==> config.mk <==
export PLATFORM = sky130hd
export DESIGN_NAME = if_stage
export DESIGN_NICKNAME = d
export VERILOG_FILES = /design/src/rtl/risc16_pkg.sv /design/src/rtl/risc16_field_decode.sv /design/src/rtl/if_stage.sv
export SDC_FILE = /design/constraint.sdc
export NUM_CORES = 1
export LEC_CHECK = 0
export BUFFER_PORTS_ARGS = -buffer_cell sky130_fd_sc_hd__buf_2
export CORE_UTILIZATION = 45
export CTS_CLUSTER_DIAMETER = 120
export DETAILED_ROUTE_END_ITERATION = 10
export GPL_TIMING_DRIVEN = 1
export PLACE_DENSITY = 0.8
export SKIP_CTS_REPAIR_TIMING = 1
export SYNTH_ARGS = -nofsm -noshare
export SYNTH_HDL_FRONTEND = slang
export SYNTH_SLANG_ARGS = --single-unit
==> constraint.sdc <==
create_clock -name clk -period 1.65 [get_ports clk]
set_input_delay 0.0825 -clock clk [delete_from_list [all_inputs] [get_ports clk]]
set_output_delay 0.0825 -clock clk [all_outputs]
set_load 0.03 [all_outputs]
==> src/rtl/risc16_pkg.sv <==
// risc16_pkg: shared RiSC-16 definitions.
//   - opcode constants (bits [15:13] of the instruction word)
//   - instruction field bit positions
//   - fetch-stage state encoding (if_state_t)
//   - immediate-forming helpers used by the field decoder
package risc16_pkg;

  localparam int unsigned WORD_W = 16;
  localparam int unsigned ADDR_W = 16;

  // Opcodes
  localparam logic [2:0] OP_ADD  = 3'd0;
  localparam logic [2:0] OP_ADDI = 3'd1;
  localparam logic [2:0] OP_NAND = 3'd2;
  localparam logic [2:0] OP_LUI  = 3'd3;
  localparam logic [2:0] OP_SW   = 3'd4;
  localparam logic [2:0] OP_LW   = 3'd5;
  localparam logic [2:0] OP_BEQ  = 3'd6;
  localparam logic [2:0] OP_JALR = 3'd7;

  // Field bit positions
  localparam int unsigned OP_MSB    = 15;
  localparam int unsigned OP_LSB    = 13;
  localparam int unsigned RA_MSB    = 12;
  localparam int unsigned RA_LSB    = 10;
  localparam int unsigned RB_MSB    = 9;
  localparam int unsigned RB_LSB    = 7;
  localparam int unsigned RC_MSB    = 2;
  localparam int unsigned RC_LSB    = 0;
  localparam int unsigned SIMM_MSB  = 6;
  localparam int unsigned LUI_MSB   = 9;
  localparam int unsigned LUI_SHIFT = 6;

  typedef enum logic [1:0] {
    IDLE = 2'd0,
    REQ  = 2'd1,
    WAIT = 2'd2,
    HOLD = 2'd3
  } if_state_t;

  // 7-bit signed immediate to a full word.
  function automatic logic [WORD_W-1:0] sext7(input logic [SIMM_MSB:0] v);
    return {{(WORD_W-SIMM_MSB-1){v[SIMM_MSB]}}, v};
  endfunction

  // 10-bit upper immediate placed in the top of the word.
  function automatic logic [WORD_W-1:0] lui_imm(input logic [LUI_MSB:0] v);
    return {v, {LUI_SHIFT{1'b0}}};
  endfunction

endpackage

==> src/rtl/risc16_field_decode.sv <==
// risc16_field_decode: purely combinational split of a RiSC-16 instruction
// word into its fields. Shared by the fetch stage and the control unit.
//   instr  in  16  instruction word
//   op     out 3   opcode [15:13]
//   ra     out 3   [12:10]
//   rb     out 3   [9:7]
//   rc     out 3   [2:0]
//   simm   out 16  [6:0] sign-extended
//   lui    out 16  {[9:0], 6'b0}
module risc16_field_decode
  import risc16_pkg::*;
(
  input  logic [WORD_W-1:0] instr,
  output logic [2:0]        op,
  output logic [2:0]        ra,
  output logic [2:0]        rb,
  output logic [2:0]        rc,
  output logic [WORD_W-1:0] simm,
  output logic [WORD_W-1:0] lui
);

  assign op   = instr[OP_MSB:OP_LSB];
  assign ra   = instr[RA_MSB:RA_LSB];
  assign rb   = instr[RB_MSB:RB_LSB];
  assign rc   = instr[RC_MSB:RC_LSB];
  assign simm = sext7(instr[SIMM_MSB:0]);
  assign lui  = lui_imm(instr[LUI_MSB:0]);

endmodule

==> src/rtl/if_stage.sv <==
// if_stage: RiSC-16 instruction fetch stage.
// Fetches one word at a time from instruction memory (req/gnt/rvalid),
// holds it in the instruction register and offers it downstream with its
// PC and decoded fields over valid/ready. pc_advance pulses on acceptance.
//   clk, rst_n        clock, synchronous active-low reset
//   pc_in             current PC
//   pc_advance        high in the cycle an instruction is accepted
//   flush             PC redirect; discard in-flight work
//   imem_req/addr     fetch request, address stable while req is high
//   imem_gnt          request accepted
//   imem_rvalid/rdata read response
//   out_valid/ready   downstream handshake
//   out_instr/out_pc  instruction register and its fetch address
//   out_op..out_lui   decoded fields of out_instr
//   proto_err         sticky: rvalid seen outside WAIT
module if_stage
  import risc16_pkg::*;
(
  input  logic              clk,
  input  logic              rst_n,
  input  logic [ADDR_W-1:0] pc_in,
  output logic              pc_advance,
  input  logic              flush,
  output logic              imem_req,
  output logic [ADDR_W-1:0] imem_addr,
  input  logic              imem_gnt,
  input  logic              imem_rvalid,
  input  logic [WORD_W-1:0] imem_rdata,
  output logic              out_valid,
  input  logic              out_ready,
  output logic [WORD_W-1:0] out_instr,
  output logic [ADDR_W-1:0] out_pc,
  output logic [2:0]        out_op,
  output logic [2:0]        out_ra,
  output logic [2:0]        out_rb,
  output logic [2:0]        out_rc,
  output logic [WORD_W-1:0] out_simm,
  output logic [WORD_W-1:0] out_lui,
  output logic              proto_err
);

  if_state_t         state_q, state_d;
  logic [ADDR_W-1:0] fetch_pc_q, fetch_pc_d;
  logic              req_first_q, req_first_d;
  logic              drop_q, drop_d;
  logic [WORD_W-1:0] out_instr_q, out_instr_d;
  logic [ADDR_W-1:0] out_pc_q, out_pc_d;
  logic              proto_err_q, proto_err_d;

  // The PC register updates on the same edge that leaves HOLD/WAIT, so the
  // fresh pc_in is only visible during the first REQ cycle. The address is
  // taken straight from pc_in in that cycle and registered for the rest of
  // the request, keeping imem_addr stable until grant.
  assign fetch_pc_d = req_first_q ? pc_in : fetch_pc_q;
  assign imem_addr  = fetch_pc_d;

  always_comb begin
    state_d     = state_q;
    drop_d      = drop_q;
    out_instr_d = out_instr_q;
    out_pc_d    = out_pc_q;
    proto_err_d = proto_err_q | (imem_rvalid & (state_q != WAIT));
    imem_req    = 1'b0;
    out_valid   = 1'b0;
    pc_advance  = 1'b0;

    unique case (state_q)
      IDLE: state_d = REQ;

      REQ: begin
        // A granted-but-flushed request still completes on the bus; the
        // drop flag makes WAIT swallow its data.
        imem_req = 1'b1;
        if (flush)    drop_d  = 1'b1;
        if (imem_gnt) state_d = WAIT;
      end

      WAIT: begin
        if (imem_rvalid) begin
          if (drop_q || flush) begin
            drop_d  = 1'b0;
            state_d = REQ;
          end else begin
            out_instr_d = imem_rdata;
            out_pc_d    = fetch_pc_q;
            state_d     = HOLD;
          end
        end else if (flush) begin
          drop_d = 1'b1;
        end
      end

      HOLD: begin
        out_valid = 1'b1;
        if (flush) begin
          state_d = REQ;
        end else if (out_ready) begin
          pc_advance = 1'b1;
          state_d    = REQ;
        end
      end

      default: state_d = IDLE;
    endcase
  end

  assign req_first_d = (state_d == REQ) && (state_q != REQ);

  always_ff @(posedge clk) begin
    if (!rst_n) begin
      state_q     <= IDLE;
      fetch_pc_q  <= '0;
      req_first_q <= 1'b0;
      drop_q      <= 1'b0;
      out_instr_q <= '0;
      out_pc_q    <= '0;
      proto_err_q <= 1'b0;
    end else begin
      state_q     <= state_d;
      fetch_pc_q  <= fetch_pc_d;
      req_first_q <= req_first_d;
      drop_q      <= drop_d;
      out_instr_q <= out_instr_d;
      out_pc_q    <= out_pc_d;
      proto_err_q <= proto_err_d;
    end
  end

  assign out_instr = out_instr_q;
  assign out_pc    = out_pc_q;
  assign proto_err = proto_err_q;

  risc16_field_decode u_dec (
    .instr (out_instr_q),
    .op    (out_op),
    .ra    (out_ra),
    .rb    (out_rb),
    .rc    (out_rc),
    .simm  (out_simm),
    .lui   (out_lui)
  );

endmodule

Word level (Yosys, flattened, before mapping)
Cells that the tools add are included.
{"block": "classes", "n_eq_ne": 7, "muxes": 16, "n_bitwise": 3, "n_reduce_logical": 6}
{"cell": "$mux W16", "n": 1}
{"cell": "$mux W2", "n": 5}
{"cell": "$mux W1", "n": 8}
{"cell": "$pmux W2 S4", "n": 1}
{"cell": "$eq A2 B1 Y1 const B", "n": 2}
{"cell": "$eq A2 B2 Y1 const B", "n": 2}
{"cell": "$ne A3 B3 Y1 const B", "n": 1}
{"cell": "$reduce_and A3 Y1", "n": 1}
{"cell": "$logic_not A2 Y1", "n": 1}
{"cell": "$ne A2 B1 Y1 const B", "n": 1}
{"cell": "$ne A2 B2 Y1 const B", "n": 1}
{"cell": "$pmux W1 S2", "n": 1}
{"cell": "$reduce_and A2 Y1", "n": 1}
{"cell": "$reduce_bool A2 Y1", "n": 1}
{"cell": "$and A1 B1 Y1", "n": 1}
{"cell": "$logic_and A1 B1 Y1", "n": 1}
{"cell": "$logic_or A1 B1 Y1", "n": 1}
{"cell": "$not A1 Y1", "n": 1}
{"cell": "$or A1 B1 Y1", "n": 1}
{"block": "totals", "ff_bits": 53, "in_bits": 38, "out_inout_bits": 96, "elab_cells": 39}

Longest topological paths before layout
Gate-level depths: netlist of run 1.
{"block": "logic_depth", "word_depth": 6, "mapped_depth": 5, "ltp_nobuf": 3}

Hierarchy
A second synthesis of run 1 with hierarchy kept.
{"block": "hier_totals", "cells_unflattened": 263, "area_unflattened_um2": 2466.1}
{"module": "if_stage", "instances": 1, "cells_each": 218, "area_each_um2": 2132.0}
{"module": "risc16_field_decode", "instances": 1, "cells_each": 45, "area_each_um2": 334.1}

Worst setup path before layout of run 1
OpenSTA, ideal clock, no wires.
{"block": "synth_path", "path_type": "register to register", "start": "register req_first_q", "end": "register fetch_pc_q[10]", "arrival_time_ns": 1.340, "path_slack_ns": 0.195, "stages_incl_launch_ff": 5, "n_path_buf": 2, "cell_sequence": "dfxtp_1 -> buf_2 -> buf_2 -> mux2_1 -> and2_1"}
{"block": "synth_via", "elab_chain_cells": 1}
{"element": "start: declaration", "line_no": "if_stage.sv:44", "text": "logic req_first_q, req_first_d;"}
{"element": "start signal: assignment", "line_no": "if_stage.sv:121", "text": "req_first_q <= req_first_d;"}
{"element": "$mux W16", "line_no": "if_stage.sv:54", "text": "assign fetch_pc_d = req_first_q ? pc_in : fetch_pc_q;"}
{"element": "via imem_addr[10]", "line_no": "if_stage.sv:25", "text": "output logic [ADDR_W-1:0] imem_addr,"}
{"element": "end signal: assignment", "line_no": "if_stage.sv:120", "text": "fetch_pc_q <= fetch_pc_d;"}
{"element": "end: declaration", "line_no": "if_stage.sv:43", "text": "logic [ADDR_W-1:0] fetch_pc_q, fetch_pc_d;"}
The timed path passes the listed nets, and every way through them passes these cells.
A chain may end at the register's enable or synchronous reset.

Final worst setup path of run 1
{"block": "layout_path", "start": "register req_first_q", "end": "output port imem_addr[14]"}
{"block": "layout_via", "elab_chain_cells": 1}
{"element": "$mux W16", "line_no": "if_stage.sv:54"}
{"element": "end: declaration", "line_no": "if_stage.sv:25"}
No other way between the ends.

==> impl_results.md, run 1 <==
* Dominant cells by area after synthesis: dfxtp_1 (43%), mux2i_1 (14%), buf_4 (13%), nand2_1 (9.6%), and2_1 (4.3%)
* F_max at 0.664 GHz
* Area occupied by multi-input gates at 1020 um^2
* Synth cell count leaders: nand2_1 (64), dfxtp_1 (53), buf_4 (44)
* Cells on worst reg2reg path at 4
* Critical Path Source Type: register
* Status: finished, final reports clean
* Largest net degree at the start of global routing at 84
* Slowest-stage cell, CP: mux2_2
* Pre-CTS setup slack at 0.212 ns
* Initial antenna violation count at 0
* Sequential area share after synthesis at 0.426
* Die Ht at 76.4 um
* Hold path endpoint: out_instr[9]
* Final net count at 388
* Top-level port count at 134
* Grt ovf at 0
* Crit Path Category: register to output port
* Hold path start: imem_rdata[9]
* Worst r2r dst: out_instr[4]
* Die ar. at 5830 um^2
* Setup TNS at 0 ns
* CTS root buf: clkbuf_8
* Hold path depth at 3
* Total wire length at 4.50 mm
* Period utilization at 0.913
* Final setup viols at 0
* First-pass GRT wire length at 7.25 mm
* Final core utilization at 0.568
* Drt first pass iters at 4
* Distinct cell type count after synthesis at 25
* Post-Syn Area per Cell at 9.36 um^2
* ANT cells at 0
* Synth Register Bits at 53
* CTS Buffer Depth at 2
* Worst path cell trace: buf_4 -> mux2_2 -> buf_2
* Post-synth EDFFs at 0
* GRT Overall Usage at 0.152
* Hold Violations, Final at 0
* Dominant synthesized flop cell: dfxtp_1
* Clk sinks at 53
* Min Tclk post-route at 1.51 ns
* Unrepaired setup endpoints after global routing: no
* Fill count at 466
* Synth area leader: dfxtp_1
* Hold Path Class: input port to register
* Peak supply drop at 477 uV
* Vias/cell at 4.61
* IO Port Bufs at 127
* Hold slack at 0.0225 ns
* Final Max Slew Viols at 0
* R2R Setup Slk at 0.23 ns
* Mapped cell area at 2490 um^2
* Share of post-route cells with drive strength above 1 at 0.425
* Max cap viols at 0
* Dpl hpwl at 3.27 mm
* DRC Markers at 0
* WP buf/inv at 2
* CP delay by family, top: buffers and inverters
* Core Region at 5200 um^2
* Synth top area share at 0.426
* Area growth syn-to-layout at 18.6%
* Vias in the first global route at 1730
* Pwr Total at 0.00255 W
* Warning count from the yosys run at 0
* CTS Buf Count at 5
* Setup WS post-layout at 0.144 ns
* Largest stage delay on the critical path at 0.38 ns
* Register clock-pin slew on the reported worst setup and hold paths at 0.09 ns
* Post-route ant nets at 0
* Std-Cell Rows at 26
* Worst r2r src: state_q[1]
* Detailed router's first-iteration violation count at 64
* Cell Pwr Density at 862 nW/um^2
* LEAKAGE at 1.48 nW
* Via Count at 1941
* Req. time, crit path at 1.57 ns
* Synth Instances at 266
* Die width at 76.4 um
* Htree depth at 2
* Global placement routability congestion at 0.725
* Setup crit end kind: output port
* Top-count cell post-synth: nand2_1
* Starting Density at 0.478
* Clock skew at 0.00435 ns
* Avg WL per Cell at 10.7 um
* Sequential cell area at 1060 um^2
* Clock latency at the later pin of the worst-skew pair at 0.30 ns
* Crit-path max FO at 16
* CP Data Arrival Time at 1.42 ns
* CTS tree: built
* Async S/R FF share, synth at 0
## per-stage QoR
stage / cells / cell area (um^2)
after floorplan: 271 / 2510
after global placement: 412 / 2860
after detailed placement: 412 / 2860
after CTS: 420 / 2940
after global routing: 421 / 2950
final: 421 / 2950
## layout make-up
| type | instances | share of cell area |
|---|---|---|
| sequential | 53 | 0.359 |
| tap | 70 | 0.0296 |
| clock buffer | 6 | 0.0246 |
| inverter | 2 | 0.00254 |
| clock inverter | 2 | 0.00508 |
| timing repair buffer | 132 | 0.233 |
| multi-input combinational | 156 | 0.346 |
## layer usage
| metal | part of all wire | GRT usage | up-vias |
|---|---|---|---|
| met5 | 0 | 0 | - |
| met4 | 0.017 | 0.0635 | 0 |
| met3 | 0.068 | 0.0335 | 9 |
| met2 | 0.51 | 0.299 | 79 |
| met1 | 0.41 | 0.150 | 883 |
| li1 | - | - | 970 |
## where the power goes
part,internal [W],switching (W)
registers,0.00133,0.0000352
logic,0.000180,0.000308
clock network,0.000299,0.000398
## state kept, by name, summed over array words and instances (netlist names)
| register | count |
|---|---|
| req_first_q | 1 |
| state_q | 2 |
| out_instr | 16 |
| drop_q | 1 |
| fetch_pc_q | 16 |
| proto_err | 1 |
| out_pc | 16 |
## how the worst max path moves through the flow
| stage | end | start | depth (start not counted) | slack [ns] |
|---|---|---|---|---|
| 5_1_grt | imem_addr[8] | req_first_q | 3 | 0.06 |
| 4_1_cts | imem_addr[14] | req_first_q | 3 | 0.11 |
| 3_5_place_dp | out_instr[4] | state_q[1] | 4 | 0.21 |
| 3_3_place_gp | out_instr[0] | state_q[1] | 4 | 0.34 |
| 2_1_floorplan | fetch_pc_q[10] | req_first_q | 4 | 0.19 |
| 6_report | imem_addr[14] | req_first_q | 3 | 0.14 |
## tightest hold or removal path: stages
cell     delay, ns
buf_2         0.09
nand2_1       0.04
mux2i_1       0.05
## cells by family after synthesis
logic type             after synthesis  synth area share
buffers and inverters               62             0.171
AND/OR/NAND/NOR                     90             0.170
flip-flops                          53             0.426
multiplexers                        50             0.209
AO/OA/AOI/OAI                       10            0.0221
other                                1           0.00151
## placed cells by master (no fill, tap or decap)
cell type,n
and2_1,17
nor4_4,1
nor3_1,1
mux2i_1,34
clkbuf_8,5
buf_2,127
o21a_1,1
mux2_2,9
and3b_1,1
mux2_1,7
inv_1,2
buf_4,3
nor2b_1,1
a211oi_1,1
clkinvlp_4,2
clkbuf_1,1
a21oi_1,5
o21ai_0,3
dlygate4sd3_1,1
nand2b_4,1
conb_1,6
or3b_1,1
nand2b_1,1
buf_12,1
nand2_1,64
dfxtp_1,53
nor2_1,2
Note: power is estimated with default switching activity, not from simulation.
==> inputs of run 2 (changes only) <==
--- a/config.mk
+++ b/config.mk
@@ -10,7 +10,7 @@
 export CTS_CLUSTER_DIAMETER = 120
 export DETAILED_ROUTE_END_ITERATION = 10
 export GPL_TIMING_DRIVEN = 1
-export PLACE_DENSITY = 0.8
+export PLACE_DENSITY_LB_ADDON = 0.2
 export SKIP_CTS_REPAIR_TIMING = 1
 export SYNTH_ARGS = -nofsm -noshare
 export SYNTH_HDL_FRONTEND = slang
==> run 2 against run 1 <==
Power rose by 8.3%. Routed wire length up 0.13%. Cell area grew 2.9%. Clock power increased by 29%. Clock skew rose by 0.00061 ns. Worst hold slack lost 0.0090 ns. First-iteration DRC count fell by 7.8%. Cell count rose by 1.2%. Sequential cell count stayed put. Count of clock-buffer cells in the layout increased by 1. Critical path depth is the same. Critical path type unchanged. Critical endpoint unchanged. Largest power group unchanged.
==> impl_results.md, run 2 (synthesis results as in run 1) <==
* Setup crit end kind: output port (unchanged)
* Final net count at 393 (was 388)
* Core Region at 5200 um^2 (unchanged)
* Vias/cell at 4.49 (was 4.61)
* Avg WL per Cell at 10.6 um (was 10.7 um)
* Area growth syn-to-layout at 22.1% (was 18.6%)
* Drt first pass iters at 3 (was 4)
* Std-Cell Rows at 26 (unchanged)
* Die Ht at 76.4 um (unchanged)
* Htree depth at 2 (unchanged)
* Peak supply drop at 518 uV (was 477 uV)
* Largest stage delay on the critical path at 0.37 ns (was 0.38 ns)
* CTS Buffer Depth at 2 (unchanged)
* Clk sinks at 53 (unchanged)
* Largest net degree at the start of global routing at 32 (was 84)
* Starting Density at 0.478 (unchanged)
* Grt ovf at 0 (unchanged)
* Crit-path max FO at 16 (unchanged)
* First-pass GRT wire length at 7.20 mm (was 7.25 mm)
* Flop pwr share at 0.493 (was 0.535)
* Detailed router's first-iteration violation count at 59 (was 64)
* ANT cells at 0 (unchanged)
* Unrepaired setup endpoints after global routing: no (unchanged)
* Global placement routability congestion at 0.765 (was 0.725)
* Clk network pwr share at 0.326 (was 0.274)
* GRT Overall Usage at 0.154 (was 0.152)
* Clock skew at 0.00496 ns (was 0.00435 ns)
* Via Count at 1914 (was 1941)
* Vias in the first global route at 1625 (was 1730)
* Min Tclk post-route at 1.50 ns (was 1.51 ns)
* Req. time, crit path at 1.57 ns (about the same)
* Clock latency at the later pin of the worst-skew pair at 0.30 ns (about the same)
* Final Max Slew Viols at 0 (unchanged)
* Total wire length at 4.50 mm (about the same)
* DRC Markers at 0 (unchanged)
* IO Port Bufs at 127 (unchanged)
* CTS root buf: clkbuf_8 (unchanged)
* Crit Path Category: register to output port (unchanged)
* Cell Pwr Density at 907 nW/um^2 (was 862 nW/um^2)
* Hold Path Class: input port to register (unchanged)
* Setup TNS at 0 ns (unchanged)
* Pre-CTS setup slack at 0.252 ns (was 0.212 ns)
* Hold Violations, Final at 0 (unchanged)
* Post-route ant nets at 0 (unchanged)
* Final setup viols at 0 (unchanged)
* Share of post-route cells with drive strength above 1 at 0.424 (was 0.425)
* Top-level port count at 134 (unchanged)
* Net switching power at 0.000749 W (was 0.000741 W)
* Critical Path Source Type: register (unchanged)
* Register clock-pin slew on the reported worst setup and hold paths at 0.09 ns (about the same)
* CTS tree: built (unchanged)
* LEAKAGE at 1.52 nW (was 1.48 nW)
* Status: finished, final reports clean (unchanged)
* Combinational power share at 0.180 (was 0.191)
* Die width at 76.4 um (unchanged)
* CTS Buf Count at 5 (unchanged)
* Slowest-stage cell, CP: mux2_2 (unchanged)
* Die ar. at 5830 um^2 (unchanged)
* Setup WS post-layout at 0.145 ns (was 0.144 ns)
* Period utilization at 0.912 (was 0.913)
* Worst path cell trace: buf_4 -> mux2_2 -> buf_2 (unchanged)
* Max cap viols at 0 (unchanged)
* Initial antenna violation count at 0 (unchanged)
* Most frequent cells in the layout: buf_2 (127), nand2_1 (64), dfxtp_1 (53) (unchanged)
* Dpl hpwl at 3.31 mm (was 3.27 mm)
* Int Pwr at 0.00201 W (was 0.00180 W)
* CP Data Arrival Time at 1.42 ns (about the same)
* F_max at 0.664 GHz (about the same)
* Commonest non-fill, non-tap cell in the layout: buf_2 (unchanged)
* Sw Share at 0.272 (was 0.291)
run 2: changes by cell type in the layout (fill, tap and decap cells not counted), sizes merged:
cell         delta
buf             +2
dlygate4sd3     +3
bufinv          +1
clkinvlp        -2
clkbuf          +1
run 2: cell type report:
type / count / area, um^2
Timing Repair Buffer: 137 / 746
Clock buffer: 7 / 86.3
Inverter: 2 / 7.51
Multi-Input combinational cell: 156 / 1020
Clock inverter: 1 / 30.0
Tap cell: 70 / 87.6
Sequential cell: 53 / 1060
Fill cell: 497 / 2160
run 2: worst max-delay path: cells and delay by family (launching register included):
family | cells | cell delay (ns)
buffers and inverters | 2 | 0.43
multiplexers | 1 | 0.37
flip-flops | 1 | 0.32
run 2: power by group through the flow:
stage / sequential, W / combinational, W / clock (W)
after floorplan: 0.00139 / 0.000374 / 0
after global placement: 0.00139 / 0.000490 / 0
after detailed placement: 0.00139 / 0.000494 / 0
after CTS: 0.00136 / 0.000495 / 0.000938
after global routing: 0.00137 / 0.000535 / 0.000996
final: 0.00136 / 0.000496 / 0.000900
run 2: worst paths after layout:
kind	cells after the start	start	slack, ns	end
worst max-delay path	3	req_first_q	0.15	imem_addr[14]
worst min-delay path	3	imem_rdata[10]	0.01	out_instr[10]
worst max register to register	4	state_q[1]	0.24	out_instr[13]
worst min register to register	2	out_pc[6]	0.46	out_pc[6]
run 2: per-stage QoR:
step                      utilization  std cells  area (um^2)  hold slack, ns  total power [W]
final                           0.584        426         3040          0.0135          0.00276
after global routing            0.584        426         3040         0.00419          0.00290
after CTS                       0.576        422         3000         -0.0372          0.00279
after detailed placement        0.554        414         2880           0.295          0.00188
after global placement          0.554        414         2880           0.278          0.00188
after floorplan                     -        271         2510           0.174          0.00177
run 2: per-layer routing:
metal  global-route usage  share of wire  wire [um]
met3               0.0563          0.082        367
met5                    0              0          0
met4               0.0519          0.012         55
met1                0.180           0.44       1980
met2                0.260           0.47       2100
